==> src/rtl/sync_accumulator_pkg.sv <==
// -----------------------------------------------------------------------------
// sync_accumulator_pkg
// Shared types for the frame accumulator that sits behind the adder tree.
//   acc_state_e : control state of the accumulator (waiting for the first
//                 sync, or free-running accumulation).
// -----------------------------------------------------------------------------
`ifndef SYNC_ACCUMULATOR_PKG_SV
`define SYNC_ACCUMULATOR_PKG_SV

package sync_accumulator_pkg;

    typedef enum logic [0:0] {
        ST_IDLE  = 1'b0,
        ST_ACCUM = 1'b1
    } acc_state_e;

endpackage

`endif

==> src/rtl/sync_accumulator_adder.sv <==
// -----------------------------------------------------------------------------
// sync_accumulator_adder
// Width-growth adder: sum = a + ext(b). Here ext() is a sign or zero extension
// of b to A_WIDTH. The result is A_WIDTH bits wide. The caller sizes A_WIDTH
// so the sum cannot overflow.
//   clk, rst : used only when REGISTER_OUTPUT == "TRUE" (sync active-high rst)
//   a        : A_WIDTH running operand
//   b        : B_WIDTH operand, extended per IS_SIGNED (A_WIDTH > B_WIDTH)
//   sum      : A_WIDTH result, combinational or registered
// -----------------------------------------------------------------------------
`ifndef SYNC_ACCUMULATOR_ADDER_SV
`define SYNC_ACCUMULATOR_ADDER_SV

module sync_accumulator_adder #(
    parameter int    A_WIDTH         = 9,
    parameter int    B_WIDTH         = 7,
    parameter string IS_SIGNED       = "TRUE",
    parameter string REGISTER_OUTPUT = "FALSE"
) (
    input  logic               clk,
    input  logic               rst,
    input  logic [A_WIDTH-1:0] a,
    input  logic [B_WIDTH-1:0] b,
    output logic [A_WIDTH-1:0] sum
);

    logic [A_WIDTH-1:0] b_ext_s;
    logic [A_WIDTH-1:0] sum_s;

    // Extend b to the accumulator width, replicating the sign bit when signed.
    always_comb begin
        b_ext_s = {A_WIDTH{1'b0}};
        if (IS_SIGNED == "TRUE") begin
            b_ext_s = {{(A_WIDTH-B_WIDTH){b[B_WIDTH-1]}}, b};
        end else begin
            b_ext_s = {{(A_WIDTH-B_WIDTH){1'b0}}, b};
        end
    end

    assign sum_s = a + b_ext_s;

    generate
        if (REGISTER_OUTPUT == "TRUE") begin : g_reg
            logic [A_WIDTH-1:0] sum_r;

            // Optional output pipeline stage.
            always_ff @(posedge clk) begin
                if (rst) begin
                    sum_r <= {A_WIDTH{1'b0}};
                end else begin
                    sum_r <= sum_s;
                end
            end

            assign sum = sum_r;
        end else begin : g_comb
            // Clock and reset are intentionally unused in the combinational form.
            logic unused_s;
            assign unused_s = clk ^ rst;
            assign sum      = sum_s;
        end
    endgenerate

endmodule

`endif

==> src/rtl/sync_accumulator.sv <==
// -----------------------------------------------------------------------------
// sync_accumulator
// Sums 2^ACC_LEN_BITS consecutive adder-tree samples into one frame result.
// Frames are aligned to the tree's sync pulse.
//   clk        : clock
//   rst        : synchronous active-high reset; it has priority over all inputs
//   sync       : one-cycle pulse; din on the same cycle is sample 0 of a frame
//   din        : IN_WIDTH sample, valid every cycle
//   dout       : OUT_WIDTH registered frame sum, held between strobes
//   dout_valid : one-cycle strobe when dout updates
//   sync_out   : marks the first result after each sync (only with dout_valid)
// -----------------------------------------------------------------------------
`ifndef SYNC_ACCUMULATOR_SV
`define SYNC_ACCUMULATOR_SV

module sync_accumulator
    import sync_accumulator_pkg::*;
#(
    parameter int    IN_WIDTH     = 7,
    parameter int    ACC_LEN_BITS = 2,
    parameter string IS_SIGNED    = "TRUE",
    localparam int   OUT_WIDTH    = IN_WIDTH + ACC_LEN_BITS
) (
    input  logic                 clk,
    input  logic                 rst,
    input  logic                 sync,
    input  logic [IN_WIDTH-1:0]  din,
    output logic [OUT_WIDTH-1:0] dout,
    output logic                 dout_valid,
    output logic                 sync_out
);

    localparam logic [ACC_LEN_BITS-1:0] CNT_LAST = {ACC_LEN_BITS{1'b1}};
    localparam logic [ACC_LEN_BITS-1:0] CNT_ONE  = ACC_LEN_BITS'(1);

    acc_state_e             state_r;
    logic [ACC_LEN_BITS-1:0] cnt_r;
    logic [OUT_WIDTH-1:0]    acc_r;
    logic                    pending_r;

    logic [ACC_LEN_BITS-1:0] cnt_eff_s;
    logic [OUT_WIDTH-1:0]    acc_sel_s;
    logic [OUT_WIDTH-1:0]    sum_s;

    // A sync forces this cycle to be sample 0, so the previous partial sum is
    // dropped and the count restarts whatever cnt_r currently holds.
    always_comb begin
        cnt_eff_s = cnt_r;
        acc_sel_s = acc_r;
        if (sync) begin
            cnt_eff_s = {ACC_LEN_BITS{1'b0}};
        end else begin
            cnt_eff_s = cnt_r;
        end
        if (cnt_eff_s == {ACC_LEN_BITS{1'b0}}) begin
            acc_sel_s = {OUT_WIDTH{1'b0}};
        end else begin
            acc_sel_s = acc_r;
        end
    end

    sync_accumulator_adder #(
        .A_WIDTH         (OUT_WIDTH),
        .B_WIDTH         (IN_WIDTH),
        .IS_SIGNED       (IS_SIGNED),
        .REGISTER_OUTPUT ("FALSE")
    ) u_adder (
        .clk (clk),
        .rst (rst),
        .a   (acc_sel_s),
        .b   (din),
        .sum (sum_s)
    );

    // Control FSM, running sum, frame counter and registered outputs.
    always_ff @(posedge clk) begin
        if (rst) begin
            state_r    <= ST_IDLE;
            cnt_r      <= {ACC_LEN_BITS{1'b0}};
            acc_r      <= {OUT_WIDTH{1'b0}};
            pending_r  <= 1'b0;
            dout       <= {OUT_WIDTH{1'b0}};
            dout_valid <= 1'b0;
            sync_out   <= 1'b0;
        end else begin
            case (state_r)
                ST_IDLE: begin
                    dout_valid <= 1'b0;
                    sync_out   <= 1'b0;
                    if (sync) begin
                        // The sync cycle already carries sample 0.
                        state_r   <= ST_ACCUM;
                        acc_r     <= sum_s;
                        cnt_r     <= cnt_eff_s + CNT_ONE;
                        pending_r <= 1'b1;
                    end else begin
                        state_r <= ST_IDLE;
                    end
                end
                ST_ACCUM: begin
                    state_r <= ST_ACCUM;
                    acc_r   <= sum_s;
                    cnt_r   <= cnt_eff_s + CNT_ONE;
                    if (sync) begin
                        // A restart wins, even on the last sample of a frame.
                        pending_r  <= 1'b1;
                        dout_valid <= 1'b0;
                        sync_out   <= 1'b0;
                    end else if (cnt_r == CNT_LAST) begin
                        dout       <= sum_s;
                        dout_valid <= 1'b1;
                        sync_out   <= pending_r;
                        pending_r  <= 1'b0;
                    end else begin
                        dout_valid <= 1'b0;
                        sync_out   <= 1'b0;
                    end
                end
                default: begin
                    state_r    <= ST_IDLE;
                    cnt_r      <= {ACC_LEN_BITS{1'b0}};
                    acc_r      <= {OUT_WIDTH{1'b0}};
                    pending_r  <= 1'b0;
                    dout_valid <= 1'b0;
                    sync_out   <= 1'b0;
                end
            endcase
        end
    end

endmodule

`endif

==> config.mk <==
export PLATFORM = sky130hd
export DESIGN_NAME = sync_accumulator
export DESIGN_NICKNAME = d
export VERILOG_FILES = /design/src/rtl/sync_accumulator_pkg.sv /design/src/rtl/sync_accumulator_adder.sv /design/src/rtl/sync_accumulator.sv
export SDC_FILE = /design/constraint.sdc
export NUM_CORES = 1
export LEC_CHECK = 0
export BUFFER_PORTS_ARGS = -buffer_cell sky130_fd_sc_hd__buf_2
export CAP_MARGIN = 20
export CORE_MARGIN = 1.5
export CORE_UTILIZATION = 55
export DETAILED_ROUTE_END_ITERATION = 10
export PLACE_DENSITY = 0.82
export SYNTH_ARGS = -nofsm -noshare
export SYNTH_HDL_FRONTEND = slang
export SYNTH_HIERARCHICAL = 1
export SYNTH_SLANG_ARGS = --single-unit
export TNS_END_PERCENT = 5
==> constraint.sdc <==
create_clock -name clk -period 3.3 [get_ports clk]
set_input_delay 0.165 -clock clk [delete_from_list [all_inputs] [get_ports clk]]
set_output_delay 0.165 -clock clk [all_outputs]
set_load 0.03 [all_outputs]
======== Word level (Yosys, flattened, before mapping) ========
Cells that the tools add are included.
W data, S select, Z words.
operators by class
  add/subtract/negate cells ............... 2
  equality and inequality tests ........... 3
  multiplexer cells ....................... 18
  bitwise logic cells ..................... 2
  reductions and logical operators ........ 3
operators with widths
  cell                   count
  $mux W9                2
  $pmux W9 S2            1
  $add A9 B9 Y9          1
  $mux W1                8
  $pmux W1 S2            4
  $mux W2                2
  $pmux W2 S2            1
  $ne A3 B2 Y1 const B   1
  $reduce_and A3 Y1      1
  $add A2 B1 Y2 const B  1
  $eq A2 B2 Y1 const B   1
  $logic_not A2 Y1       1
  $ne A2 B2 Y1 const B   1
  $not A1 Y1             2
  $reduce_and A2 Y1      1
storage, ports and cells
  bits in registers ....................... 24
  logic and storage cells ................. 35

======== Depth between registers and ports, before layout ========
Gate-level depths: netlist of the first run.
  word-level depth ........................ 6
  mapped depth ............................ 13
  mapped depth without buffers ............ 12

======== By module ========
The synthesis of the first run kept the hierarchy.
by module, submodules not included
  module                  instances  cells each  area each (µm²)  sequential area each (µm²)
  sync_accumulator        1          111         1066.0           480.5
  sync_accumulator_adder  1          41          345.3            0.0

======== Least setup slack after synthesis of the first run ========
OpenSTA, ideal clock, no wires.
  path kind ............................... input port to flip-flop
  start point ............................. in sync
  end point ............................... reg acc_r[6]
  library setup time ...................... 70 ps
  arrival time ............................ 2317 ps
  path slack .............................. 913 ps
  stages .................................. 13
  buffers on the path ..................... 1
  cells stage by stage .................... buf_2 > inv_1 > nand2_1 > ha_1 > nor2b_1 > ha_1 > fa_1 > a21o_2 > a21oi_2 > o21ai_0 > xor2_1 > o21ai_1 > a21oi_1
on the way
  longest elaborated chain between the ends .. 6
  elaborated cells on any way between the ends .. 7
  those cells by class .................... add/sub: 1; eq/ne: 1; mux: 4; reduce/logical: 1
RTL lines
  item                  RTL line                      text
  from (decl)           sync_accumulator.sv:26        input logic sync,
  $mux W2 (*)           sync_accumulator.sv:50        if (sync) begin
  $logic_not A2 Y1 (*)  sync_accumulator.sv:55        if (cnt_eff_s == {ACC_LEN_BITS{1'b0}}) begin
  $mux W9 (*)           sync_accumulator.sv:55
  via acc_sel_s[0]      sync_accumulator.sv:42        logic [OUT_WIDTH-1:0] acc_sel_s;
  $add A9 B9 Y9 (*)     sync_accumulator_adder.sv:40  assign sum_s = a + b_ext_s;
  via sum_s[6]          sync_accumulator.sv:43        logic [OUT_WIDTH-1:0] sum_s;
  $mux W9               sync_accumulator.sv:90        if (sync) begin
  $pmux W9 S2 (*)       sync_accumulator.sv:86        case (state_r)
  to (signal assigned)  sync_accumulator.sv:80        acc_r <= {OUT_WIDTH{1'b0}};
  to (signal assigned)  sync_accumulator.sv:93        acc_r <= sum_s;
  to (signal assigned)  sync_accumulator.sv:102       acc_r <= sum_s;
  to (decl)             sync_accumulator.sv:38        logic [OUT_WIDTH-1:0] acc_r;
Mark *: on every way through the listed nets, which the timed path passes. The rest lies on a longest branch. The select of a mux whose other input is x is not followed.
A chain may end at the register's enable or synchronous reset.

======== Worst setup path after layout of the first run ========
  start point ............................. reg cnt_r[1]
  end point ............................... reg acc_r[6]
on the way
  longest elaborated chain between the ends .. 6
RTL lines
  item                    RTL line                      text
  from (decl)             sync_accumulator.sv:37        logic [ACC_LEN_BITS-1:0] cnt_r;
  from (signal assigned)  sync_accumulator.sv:79        cnt_r <= {ACC_LEN_BITS{1'b0}};
  from (signal assigned)  sync_accumulator.sv:94        cnt_r <= cnt_eff_s + CNT_ONE;
  from (signal assigned)  sync_accumulator.sv:103       cnt_r <= cnt_eff_s + CNT_ONE;
  $mux W2 (*)             sync_accumulator.sv:50
  $logic_not A2 Y1 (*)    sync_accumulator.sv:55
  $mux W9 (*)             sync_accumulator.sv:55
  via acc_sel_s[0]        sync_accumulator.sv:42
  $add A9 B9 Y9 (*)       sync_accumulator_adder.sv:40
  via sum_s[6]            sync_accumulator.sv:43
  $mux W9                 sync_accumulator.sv:90
  $pmux W9 S2 (*)         sync_accumulator.sv:86
Marks and branches as above.

==> impl_metrics.csv, run 1 <==
group,metric,value,unit
run_status,outcome,"finished, final reports clean",
critical_path,path_max_fanout,9,
layout,diodes,0,
floorplan,fp.dieH,53.7,um
timing,drv_slew,0,
global_route,antenna_found_initial,0,
layout,fillers,209,
global_route,grt_usage,20.7,%
critical_path,worst_setup_path_end_kind,"flop",
detailed_routing,first_iter_violations,26,
placed_design,hpwl,2.05,mm
critical_path,cp-start-kind,"flop",
placed_design,dp.cells,194,
synthesis,async_flop_share,0,%
pwr,ir_drop,0.331,mV
pwr,p_leak,0.621,nW
pwr,p_per_area,360,nW/um^2
clock_tree,clkTransAtPathRegs,0.12,ns
layout,syn2layout_area_growth,7.71,%
timing,period_share,82.0,%
detailed_routing,via_per_inst,5.73,
layout,multi_input_area,872,um^2
global_route,grt_max_degree,34,
worst_hold_path,whs_path_depth,3,
synthesis,netlist_top_cells_area,"dfxtp_1 (34%), ha_1 (8.0%), nand2b_1 (8.0%)",
clock_tree,postCtsHoldBufs,0,
synthesis,synthCells,152,
timing,tns,0,ns
clock_tree,root_buffer,"clkbuf_4",
synthesis,post-synth-top-area-cell,"dfxtp_1",
timing,period_needed,2.71,ns
clock_tree,clk_latency,0.32,ns
clock_tree,ctsResizeCount,0,
floorplan,die_x,53.7,um
placed_design,gp_congestion,0.819,
global_route,grt-ovfl-total,0,
critical_path,path_delay_family,"adder cells",
synthesis,yosys_warnings,6,
timing,max_slew_margin,58.0,%
detailed_routing,drc,0,
pwr,intPower,0.394,mW
synthesis,synth_top_area_share,34.0,%
clock_tree,cts_sinks,24,
global_route,grt_pass1_wl,4.35,mm
synthesis,ys.flop_type,"dfxtp_1",
clock_tree,numCtsBuffers,3,
detailed_routing,routed_wl,2.72,mm
flow_run,drv_cap,0,
timing,rsz0062_at_grt,"false",
synthesis,synth.distinct_cells,32,
critical_path,cp_common_cell,"ha_1",
worst_hold_path,hold-path-endpoint,"state_r$_SDFF_PP0_",
clock_tree,cts_buffer_depth,2,
layout,drive_gt1_share,17.4,%
floorplan,io_pins,21,
synthesis,syn_area,1410,um^2
placed_design,io_buffers,20,
critical_path,r2r-start,"cnt_r[1]$_SDFFE_PP0P_",
timing,worst_hold_slack,0.256,ns
synthesis,syn_area_per_cell,9.29,um^2
worst_hold_path,hp-start,"sync",
layout,final_cell_mix,"dfxtp_1 (24), buf_2 (20), nand2b_1 (18)",
timing,finClkSkew,0.00331,ns
detailed_routing,antenna_left,0,
detailed_routing,vias,1129,
pwr,combPwrFrac,19.2,%
critical_path,critPathKind,"flop to flop",
pwr,pwr-share-seq,57.5,%
global_route,grt_pass1_vias,1062,
critical_path,cpPeakStageDelay,0.41,ns
synthesis,ys_ff_latch,24,
detailed_routing,first_pass_iters,4,
critical_path,reg2regPathDepth,11,
synthesis,synth_edf_count,0,
clock_tree,cts_tree,"built",
timing,final_hold_viol_count,0,
critical_path,cp_num_buf_inv,0,
timing,worstMarginPinSlew,0.629,ns
critical_path,required,3.55,ns
worst_hold_path,hp-class,"primary input to flop",
floorplan,dieArea,2880,um^2
pwr,p_sw_share,28.0,%
detailed_routing,wl_per_cell,13.8,um
critical_path,r2r_slack,0.59,ns
critical_path,path_cells,"nand2_1 -> ha_1 -> nor2b_1 -> ha_1 -> fa_1 -> a21o_2 -> a21oi_2 -> o21ai_0 -> xor2_1 -> o21ai_1 -> a21oi_1",
synthesis,syn_nets,172,
timing,setup_viol,0,
floorplan,rows,18,
critical_path,r2r_end,"acc_r[6]$_SDFFE_PP0P_",
layout,finalNonFillerCells,197,
critical_path,arrival,2.96,ns
clock_tree,cts_setup_buffers,0,
layout,layout_commonest_cell,"dfxtp_1",
pwr,power_frac_clock,23.3,%
clock_tree,htree_levels,1,
floorplan,core_area,2450,um^2
layout,fin_nets,189,
synthesis,ys_seq_area_share,34.0,%
pwr,switchingPower,0.153,mW
critical_path,cp_slowest_cell,"fa_1",
layout,seq_area,480,um^2
timing,fmax,369,MHz
floorplan,initial_core_util,57.5,%
## synth_stat cells (2+ instances only)
cell,number
a21oi_1,15
buf_2,5
buf_6,2
dfxtp_1,24
ha_1,9
inv_1,2
mux2i_1,10
nand2_1,6
nand2b_1,18
nor2_1,3
nor2b_1,11
nor3_1,2
o21ai_0,10
o21ai_1,2
or3b_1,10
xnor2_1,6
xor2_1,2
## logic make-up after synthesis
family / synth area share [%]
and+or+nand+nor: 25.5
buffers and inverters: 4.17
xor gates and xnor gates: 4.96
AOI/OAI and AO/OA: 14.8
muxes: 7.09
adders and majority gates: 9.40
DFF: 34.0
## worst reg2reg max path: cells and delay by family (launching register included)
| family | cells | cell delay [ns] |
|---|---|---|
| adders and majority gates | 3 | 0.99 |
| AOI/OAI and AO/OA | 5 | 0.89 |
| DFF | 1 | 0.35 |
| xor gates and xnor gates | 1 | 0.24 |
| and+or+nand+nor | 2 | 0.16 |
## sequential cells by signal, summed over array words and instances (netlist names)
signal      count
sync_out        1
state_r         1
dout            9
pending_r       1
acc_r           9
dout_valid      1
cnt_r           2
## per-stage QoR
step	total power, mW	worst slack (ns)	utilization, %	cell area, um^2
floorplan	0.400	0.913	-	1410
global route	0.573	0.451	61.9	1520
detailed placement	0.425	0.365	61.0	1500
CTS	0.546	0.618	61.9	1520
finish	0.548	0.593	61.9	1520
global placement	0.420	0.527	61.0	1500
## power by group through the flow
stage / Clock [mW] / Combinational [mW] / Sequential [mW]
floorplan: 0 / 0.0843 / 0.316
global placement: 0 / 0.0996 / 0.320
detailed placement: 0 / 0.104 / 0.321
CTS: 0.127 / 0.104 / 0.315
global route: 0.141 / 0.116 / 0.317
finish: 0.128 / 0.105 / 0.315
## worst max-delay path by stage
stage                          start                     to  cells past startpoint
2_1_floorplan                   sync  acc_r[6]$_SDFFE_PP0P_                     13
3_3_place_gp                    sync  acc_r[6]$_SDFFE_PP0P_                     13
3_5_place_dp                    sync  acc_r[6]$_SDFFE_PP0P_                     13
4_1_cts        cnt_r[0]$_SDFFE_PP0P_  acc_r[6]$_SDFFE_PP0P_                     11
5_1_grt        cnt_r[0]$_SDFFE_PP0P_  acc_r[6]$_SDFFE_PP0P_                     11
6_report       cnt_r[1]$_SDFFE_PP0P_  acc_r[6]$_SDFFE_PP0P_                     11
## per-layer routing
metal	share of wire [%]	up-vias	track usage, %
met5	0	-	0
met4	1.2	0	6.84
met1	44	539	23.3
met2	51	23	37.4
met3	3.6	4	5.83
li1	-	563	-
## final cells by class
| cell class | count | area share (%) |
|---|---|---|
| inverters | 2 | 0.494 |
| repair buffers | 20 | 6.58 |
| clock buffers | 3 | 1.48 |
| multi-input cells | 118 | 57.4 |
| well taps | 30 | 2.47 |
| flip-flops and latches | 24 | 31.6 |
(Power assumes the default switching activity.)
==> inputs of run 2 (changes only) <==
ABC_AREA = 1   (was not set)
clock period = 2.5 ns   (was 3.3 ns; I/O delays follow)
==> impl_metrics.csv, run 2 <==
group,metric,value,unit
run_status,outcome,"finished, final reports clean",
critical_path,required,2.72,ns
timing,worst_hold_slack,0.0627,ns
timing,setup_viol,0,
critical_path,critPathKind,"flop to flop",
synthesis,synth_common_cells,"nand2_1 (44), nor2_1 (34), dfxtp_1 (24), nand3_1 (24), inv_1 (23)",
synthesis,yosys_warnings,6,
pwr,p_leak,0.820,nW
layout,fillers,251,
synthesis,synthSimpleGateAreaFrac,37.2,%
layout,fin_nets,238,
pwr,ir_drop,0.529,mV
detailed_routing,first_iter_violations,28,
clock_tree,cts_sinks,24,
layout,diodes,0,
floorplan,dieArea,2850,um^2
layout,multi_input_area,768,um^2
synthesis,synth_compound_area_share,4.30,%
placed_design,dp.cells,243,
clock_tree,clkTransAtPathRegs,0.13,ns
floorplan,initial_core_util,57.4,%
floorplan,core_area,2430,um^2
timing,worstMarginPinSlew,0.403,ns
placed_design,io_buffers,20,
detailed_routing,vias,1227,
critical_path,cp_num_buf_inv,0,
flow_run,drv_cap,0,
clock_tree,ctsResizeCount,0,
placed_design,hpwl,2.03,mm
layout,stdcell_area,1520,um^2
placed_design,gp_congestion,0.777,
pwr,p_per_area,494,nW/um^2
clock_tree,root_buffer,"clkbuf_4",
floorplan,fp.dieH,53.4,um
floorplan,die_x,53.4,um
synthesis,ys_ff_latch,24,
global_route,grt_max_degree,29,
timing,tns,0,ns
layout,final_cell_mix,"nand2_1 (44), nor2_1 (34), nand3_1 (24), dfxtp_1 (24), inv_1 (23)",
detailed_routing,wl_per_cell,10.3,um
timing,finClkSkew,0.0107,ns
clock_tree,htree_levels,1,
detailed_routing,via_per_inst,4.97,
synthesis,syn_area,1400,um^2
synthesis,post-synth-top-area-cell,"dfxtp_1",
synthesis,synth_top_family_by_area,"simple AND/OR/NAND/NOR gates",
critical_path,path_cells,"nand2_1 -> ha_2 -> nor2_1 -> ha_1 -> fa_1 -> nand2_1 -> nand2_2 -> nand3_1 -> nand2_1 -> nand2_1 -> nand2_1 -> o21ai_0 -> nor2_1",
detailed_routing,routed_wl,2.54,mm
synthesis,synthMuxAreaShare,0,%
critical_path,cpPeakStageDelay,0.40,ns
synthesis,synth.distinct_cells,24,
timing,period_share,88.4,%
timing,period_needed,2.21,ns
detailed_routing,antenna_left,0,
floorplan,rows,18,
clock_tree,cts_buffer_depth,2,
synthesis,async_flop_share,0,%
timing,rsz0062_at_grt,"false",
synthesis,synth_xor_area_share,3.85,%
global_route,grt-ovfl-total,0,
synthesis,syn_area_per_cell,7.05,um^2
clock_tree,cts_setup_buffers,0,
global_route,antenna_found_initial,0,
worst_hold_path,hp-class,"primary input to flop",
critical_path,path_max_fanout,9,
layout,finalNonFillerCells,247,
timing,fmax,453,MHz
synthesis,ys_seq_area_share,34.4,%
layout,top_regs,"acc_r: 9 flops, dout: 9 flops, cnt_r: 2 flops",
clock_tree,numCtsBuffers,3,
critical_path,cp_slowest_cell,"fa_1",
global_route,grt_pass1_wl,4.22,mm
synthesis,synth.most_common_cell,"nand2_1",
global_route,grt_pass1_vias,1057,
critical_path,path_delay_family,"adder cells",
timing,max_slew_margin,73.1,%
layout,drive_gt1_share,18.0,%
floorplan,io_pins,21,
layout,seq_area,480,um^2
clock_tree,clk_latency,0.31,ns
timing,final_hold_viol_count,0,
detailed_routing,first_pass_iters,4,
synthesis,synth_top_area_share,34.4,%
clock_tree,cts_tree,"built",
synthesis,netlist_top_cells_area,"dfxtp_1 (34%), nand2_1 (12%), nor2_1 (9.1%)",
layout,layout_commonest_cell,"nand2_1",
critical_path,arrival,2.43,ns
critical_path,cp-start-kind,"flop",
synthesis,ys.flop_type,"dfxtp_1",
clock_tree,postCtsHoldBufs,0,
synthesis,synthAdderAreaFrac,9.50,%
timing,drv_slew,0,
synthesis,synthCells,198,
global_route,grt_usage,20.2,%
detailed_routing,drc,0,
critical_path,cp_common_cell,"nand2_1",
synthesis,synth_edf_count,0,
critical_path,worst_setup_path_end_kind,"flop",
layout,syn2layout_area_growth,9.14,%
placed_design,place_area,1490,um^2
synthesis,syn_nets,218,
[run 2: cell type report]
| class | count | share of cell area (%) |
|---|---|---|
| Timing Repair Buffer | 20 | 6.57 |
| Sequential cell | 24 | 31.5 |
| Inverter | 27 | 6.65 |
| Tap cell | 30 | 2.46 |
| Multi-Input combinational cell | 142 | 50.4 |
| Clock buffer | 4 | 2.38 |
[run 2: power by group]
part	switching, mW	internal (mW)
combinational	0.0887	0.0534
sequential	0.0113	0.402
clock	0.108	0.0889
total	0.208	0.544
[run 2: kinds of logic after synthesis]
group | Yosys count
AND/OR/NAND/NOR | 116
adder cells (fa/ha/maj) | 10
AO/OA/AOI/OAI | 12
XOR/XNOR | 4
buffers and inverters | 32
flip-flops | 24
[run 2: layer usage]
| metal | part of all wire, % | routed length, um | global-route usage [%] | vias up |
|---|---|---|---|---|
| met5 | 0 | 0 | 0 | - |
| met4 | 0.39 | 10 | 4.27 | 0 |
| met3 | 2.7 | 68 | 5.08 | 2 |
| met2 | 49 | 1240 | 35.2 | 15 |
| met1 | 48 | 1220 | 24.9 | 554 |
| li1 | - | - | - | 656 |
[run 2: path summary, 6_finish.rpt]
| kind | from | end | slack [ns] | depth (start not counted) |
|---|---|---|---|---|
| worst min register to register | pending_r$_SDFFE_PP0P_ | sync_out$_SDFF_PP0_ | 0.46 | 2 |
| worst min-delay path | rst | sync_out$_SDFF_PP0_ | 0.06 | 2 |
| worst max register to register | cnt_r[0]$_SDFFE_PP0P_ | acc_r[8]$_SDFFE_PP0P_ | 0.29 | 13 |
| worst max-delay path | cnt_r[0]$_SDFFE_PP0P_ | acc_r[8]$_SDFFE_PP0P_ | 0.29 | 13 |
[run 2: stage by stage]
step	power [mW]	setup WS (ns)	utilization [%]
CTS	0.758	0.225	62.6
floorplan	0.532	0.364	-
global route	0.800	0.0929	62.7
finish	0.753	0.291	62.7
detailed placement	0.563	0.239	61.1
global placement	0.560	0.300	61.1
